### src/rtl/calc_pkg.sv
// Shared calculator types: operand selector mode encoding.
package calc_pkg;

    typedef enum logic {
        MODE_MANUAL = 1'b0,
        MODE_RR     = 1'b1
    } calc_mode_t;

endpackage

### src/rtl/rr_arbiter.sv
// Combinational round-robin arbiter: first requester at or after ptr, wrapping.
module rr_arbiter #(
    parameter int unsigned  NUM_CH = 4,
    localparam int unsigned SEL_W  = $clog2(NUM_CH)
) (
    input  logic [NUM_CH-1:0] req,
    input  logic [SEL_W-1:0]  ptr,
    output logic              gnt_valid,
    output logic [SEL_W-1:0]  gnt_idx
);

    localparam logic [SEL_W:0] NumChW = (SEL_W+1)'(NUM_CH);

    // One extra bit so ptr+offset can exceed NUM_CH-1 before the wrap subtract.
    logic [SEL_W:0] cand;

    always_comb begin
        gnt_valid = 1'b0;
        gnt_idx   = '0;
        cand      = '0;
        for (int unsigned off = 0; off < NUM_CH; off++) begin
            cand = {1'b0, ptr} + (SEL_W+1)'(off);
            if (cand >= NumChW) begin
                cand = cand - NumChW;
            end
            if (!gnt_valid && req[cand[SEL_W-1:0]]) begin
                gnt_valid = 1'b1;
                gnt_idx   = cand[SEL_W-1:0];
            end
        end
    end

endmodule

### src/rtl/operand_mux_reg.sv
// N-channel registered result selector with manual or round-robin arbitration
// and valid/ready handshakes on every input and on the output.
module operand_mux_reg import calc_pkg::*; #(
    parameter int unsigned  WIDTH  = 4,
    parameter int unsigned  NUM_CH = 4,
    localparam int unsigned SEL_W  = $clog2(NUM_CH)
) (
    input  logic                    clk,
    input  logic                    rst_n,
    input  logic [NUM_CH*WIDTH-1:0] in_data,
    input  logic [NUM_CH-1:0]       in_valid,
    output logic [NUM_CH-1:0]       in_ready,
    input  logic                    mode,
    input  logic [SEL_W-1:0]        sel,
    output logic [WIDTH-1:0]        out_data,
    output logic [SEL_W-1:0]        out_ch,
    output logic                    out_valid,
    input  logic                    out_ready,
    output logic                    err_sel
);

    localparam logic [SEL_W:0]   NumChW = (SEL_W+1)'(NUM_CH);
    localparam logic [SEL_W-1:0] LastCh = SEL_W'(NUM_CH - 1);

    logic [WIDTH-1:0] out_data_q, out_data_d;
    logic [SEL_W-1:0] out_ch_q, out_ch_d;
    logic             out_valid_q, out_valid_d;
    logic             err_sel_q, err_sel_d;
    logic [SEL_W-1:0] ptr_q, ptr_d;

    calc_mode_t       mode_e;
    logic             sel_ok;
    logic             rr_gnt_valid;
    logic [SEL_W-1:0] rr_gnt_idx;
    logic             gnt_valid;
    logic [SEL_W-1:0] gnt_idx;
    logic             load;
    logic             xfer;

    assign mode_e = calc_mode_t'(mode);
    assign sel_ok = ({1'b0, sel} < NumChW);

    rr_arbiter #(
        .NUM_CH (NUM_CH)
    ) u_rr_arbiter (
        .req       (in_valid),
        .ptr       (ptr_q),
        .gnt_valid (rr_gnt_valid),
        .gnt_idx   (rr_gnt_idx)
    );

    always_comb begin
        gnt_valid = 1'b0;
        gnt_idx   = '0;
        case (mode_e)
            MODE_RR: begin
                gnt_valid = rr_gnt_valid;
                gnt_idx   = rr_gnt_idx;
            end
            default: begin
                gnt_valid = sel_ok && in_valid[sel];
                gnt_idx   = sel;
            end
        endcase
    end

    assign load = !out_valid_q || out_ready;
    // rst_n gates acceptance so nothing is consumed upstream on a reset cycle.
    assign xfer = load && rst_n && gnt_valid;

    always_comb begin
        in_ready = '0;
        if (xfer) begin
            in_ready[gnt_idx] = 1'b1;
        end
    end

    always_comb begin
        out_data_d  = out_data_q;
        out_ch_d    = out_ch_q;
        out_valid_d = out_valid_q;
        ptr_d       = ptr_q;
        err_sel_d   = err_sel_q || (mode_e == MODE_MANUAL && !sel_ok);
        if (load) begin
            out_valid_d = xfer;
            if (xfer) begin
                out_data_d = in_data[gnt_idx*WIDTH +: WIDTH];
                out_ch_d   = gnt_idx;
            end
        end
        if (xfer && mode_e == MODE_RR) begin
            ptr_d = (gnt_idx == LastCh) ? '0 : gnt_idx + 1'b1;
        end
    end

    always_ff @(posedge clk) begin
        if (!rst_n) begin
            out_data_q  <= '0;
            out_ch_q    <= '0;
            out_valid_q <= 1'b0;
            err_sel_q   <= 1'b0;
            ptr_q       <= '0;
        end else begin
            out_data_q  <= out_data_d;
            out_ch_q    <= out_ch_d;
            out_valid_q <= out_valid_d;
            err_sel_q   <= err_sel_d;
            ptr_q       <= ptr_d;
        end
    end

    assign out_data  = out_data_q;
    assign out_ch    = out_ch_q;
    assign out_valid = out_valid_q;
    assign err_sel   = err_sel_q;

endmodule

### config.mk
export PLATFORM = sky130hd
export DESIGN_NAME = operand_mux_reg
export DESIGN_NICKNAME = d
export VERILOG_FILES = /design/src/rtl/calc_pkg.sv /design/src/rtl/rr_arbiter.sv /design/src/rtl/operand_mux_reg.sv
export SDC_FILE = /design/constraint.sdc
export NUM_CORES = 1
export LEC_CHECK = 0
export CAP_MARGIN = 20
export CORE_MARGIN = 4
export CORE_UTILIZATION = 34
export CTS_CLUSTER_DIAMETER = 30
export DETAILED_ROUTE_END_ITERATION = 7
export HOLD_SLACK_MARGIN = 0.03
export PLACE_DENSITY = 0.69
export SKIP_CTS_REPAIR_TIMING = 1
export SLEW_MARGIN = 10
export SYNTH_ARGS = -nofsm -noshare
export SYNTH_HDL_FRONTEND = slang
export SYNTH_HIERARCHICAL = 1
export SYNTH_SLANG_ARGS = --single-unit
### constraint.sdc
create_clock -name clk -period 3.4 [get_ports clk]
set_clock_uncertainty 0.1 [all_clocks]
set_input_delay 0.51 -clock clk [delete_from_list [all_inputs] [get_ports clk]]
set_output_delay 0.51 -clock clk [all_outputs]
set_load 0.005 [all_outputs]
==> impl_metrics.py, run 1 <==
metrics = {
    "synth": {
        "synth-seq-cells": 9,
        "syn_area_per_cell_um2": 9.29,
        "syn_nets": 110,
        "syn_inst": 80,
        "syn-cell-area_um2": 743,
        "ys_seq_area_share_pct": 24.2,
        "yosys_warnings": 6,
        "synth_cell_types": 25,
    },
    "placement": {
        "post-dp-hpwl_um": 1570,
        "placed_area_um2": 1130,
        "io_buffers": 36,
        "place_ws_ns": 0.0785,
        "place_congestion": 0.861,
        "dp_cells": 142,
    },
    "grt": {
        "antenna_found_initial": 0,
        "first_global_vias": 628,
        "grt_max_degree": 11,
        "track_usage_pct": 13.2,
        "grt_pass1_wl_um": 2820,
        "overflow": 0,
    },
    "detailed_routing": {
        "via_per_inst": 4.70,
        "wl_per_cell_um": 12.3,
        "num_vias": 691,
        "drtAntennaViolNets": 0,
        "drt-total-wl_um": 1810,
        "dr.pass1.iters": 4,
        "drt_iter0_drc": 10,
        "post-route-drc-count": 0,
    },
    "floorplanning": {
        "io_pins": 38,
        "die_area_um2": 3000,
        "core_um2": 2020,
        "rows": 16,
        "dieHeight_um": 54.8,
        "start_util_pct": 36.8,
        "die_w_um": 54.8,
    },
    "power": {
        "p_leak_nw": 0.513,
        "peakVddDrop_mv": 0.204,
        "total_power_uw": 362,
        "power.density_nw_per_um2": 311,
    },
    "cells_and_area": {
        "synthToLayoutAreaGrowth_pct": 56.4,
        "antenna_cells": 0,
        "stdcell_count": 147,
        "layout_common_cells": "35 x clkdlybuf4s50_1, 11 x mux2i_1, 9 x dfxtp_1",
        "final_area_um2": 1160,
        "utilization_pct": 57.5,
        "final_common_cell": "clkdlybuf4s50_1",
        "drive_above_1_share_pct": 17.5,
        "layout.nets": 151,
        "nFillCells": 181,
    },
    "clock_tree": {
        "clk_pin_slew_ns": 0.06,
        "cts_max_level": 1,
        "root_buffer": "clkbuf_4",
        "cts_tree": "done",
        "clkLatencyLatePin_ns": 0.26,
        "numCtsBuffers": 3,
        "cts.sinks": 9,
        "clock_path_buffers": 2,
    },
    "setup_path": {
        "worstPathMaxFanout": 6,
        "worstSetupStartpointType": "input port",
        "worstPathArrival_ns": 2.60,
        "crit_type": "in -> out",
        "worstPathRequired_ns": 2.79,
        "critPathCaptureType": "output pin",
    },
    "hold_path": {
        "hold_class": "reg -> reg",
    },
    "timing": {
        "finalSetupViolations": 0,
        "setup_tns_ns": 0,
        "drv_slew": 0,
        "rsz0062_at_grt": "false",
        "worst_slack_ns": 0.188,
        "whs_ns": 0.419,
        "fin_crit_sh_pct": 94.5,
        "hold_violations": 0,
        "min_period_ns": 3.21,
        "fmax_ghz": 0.311,
    },
    "job": {
        "maxCapViolations": 0,
    },
    "status": {
        "status": "finished clean",
    },
}
==> final timing paths <==
kind,cells after the start,startpoint,slack [ns],end
worst max-delay path,9,in_valid[0],0.19,in_ready[0]
worst min-delay path,2,out_data[1],0.42,out_data[1]
worst min register to register,2,out_data[1],0.42,out_data[1]
worst max register to register,8,ptr_q[1],1.46,out_data[3]
==> flip-flops by register name (all words and copies together), names as in the netlist <==
| name | flops |
|---|---|
| out_data | 4 |
| out_valid | 1 |
| ptr_q | 2 |
| out_ch | 2 |
==> cells by family after synthesis <==
logic type | count (synthesis) | share of synthesized area (%)
AOI/OAI and AO/OA | 20 | 16.7
muxes | 19 | 31.5
and+or+nand+nor | 15 | 11.8
buffers and inverters | 12 | 8.59
DFF | 9 | 24.2
adders and majority gates | 4 | 6.73
other | 1 | 0.505
==> power by group <==
group / internal (mW) / switching, mW / total [mW]
combinational: 0.0933 / 0.0601 / 0.153
clock: 0.0451 / 0.0361 / 0.0812
sequential: 0.118 / 0.00876 / 0.127
==> layout make-up <==
cell class / count / area, um^2 / share of cell area, %
multi-input combinational: 59 / 499 / 42.9
timing repair buffer: 40 / 393 / 33.8
sequential: 9 / 180 / 15.5
tap: 27 / 33.8 / 2.91
inverter: 8 / 30.0 / 2.58
clock buffer: 4 / 26.3 / 2.26
==> per-layer routing <==
metal | global-route usage, % | vias up | wire (um)
met5 | 0 | - | 0
met3 | 2.45 | 2 | 79
li1 | - | 367 | -
met4 | 6.22 | 0 | 19
met1 | 16.7 | 305 | 834
met2 | 21.1 | 17 | 880
==> synth_stat cells, drive strengths merged <==
library cell	number	area (um^2)
mux2i	13	155
dfxtp	9	180
inv	8	30.0
a21oi	7	35.0
and3	5	36.3
mux2	5	56.3
nor2	5	21.3
o21ai	5	25.0
buf	4	33.8
ha	4	50.1
o211ai	4	30.0
a211oi	2	15.0
nand2b	2	12.5
nand3	2	10.0
a221o	1	10.0
and2b	1	7.51
conb	1	3.75
mux4	1	22.5
o221ai	1	8.76
==> critical path, cell delays in order <==
cell and delay (ns):
clkdlybuf4s50_1 0.55, inv_1 0.08, o221ai_1 0.17, a21oi_1 0.09, mux2i_1 0.22, buf_4 0.20, ha_1 0.14, and3_2 0.16
clkdlybuf4s50_1 0.49
Note: power is estimated with default switching activity, not from simulation.
==> run 2: changes to the inputs <==
--- a/config.mk
+++ b/config.mk
@@ -13,6 +13,7 @@
 export HOLD_SLACK_MARGIN = 0.03
 export PLACE_DENSITY = 0.69
 export SKIP_CTS_REPAIR_TIMING = 1
+export SKIP_LAST_GASP = 1
 export SLEW_MARGIN = 10
 export SYNTH_ARGS = -nofsm -noshare
 export SYNTH_HDL_FRONTEND = slang
==> results of run 2 <==
No change in the layout: final DEF, timing and power equal those of run 1.
==> run 3: changes to the inputs <==
--- a/config.mk
+++ b/config.mk
@@ -12,7 +12,6 @@
 export DETAILED_ROUTE_END_ITERATION = 7
 export HOLD_SLACK_MARGIN = 0.03
 export PLACE_DENSITY = 0.69
-export SKIP_CTS_REPAIR_TIMING = 1
 export SKIP_LAST_GASP = 1
 export SLEW_MARGIN = 10
 export SYNTH_ARGS = -nofsm -noshare
==> results of run 3 <==
No change in the layout: final DEF, timing and power equal those of run 1.
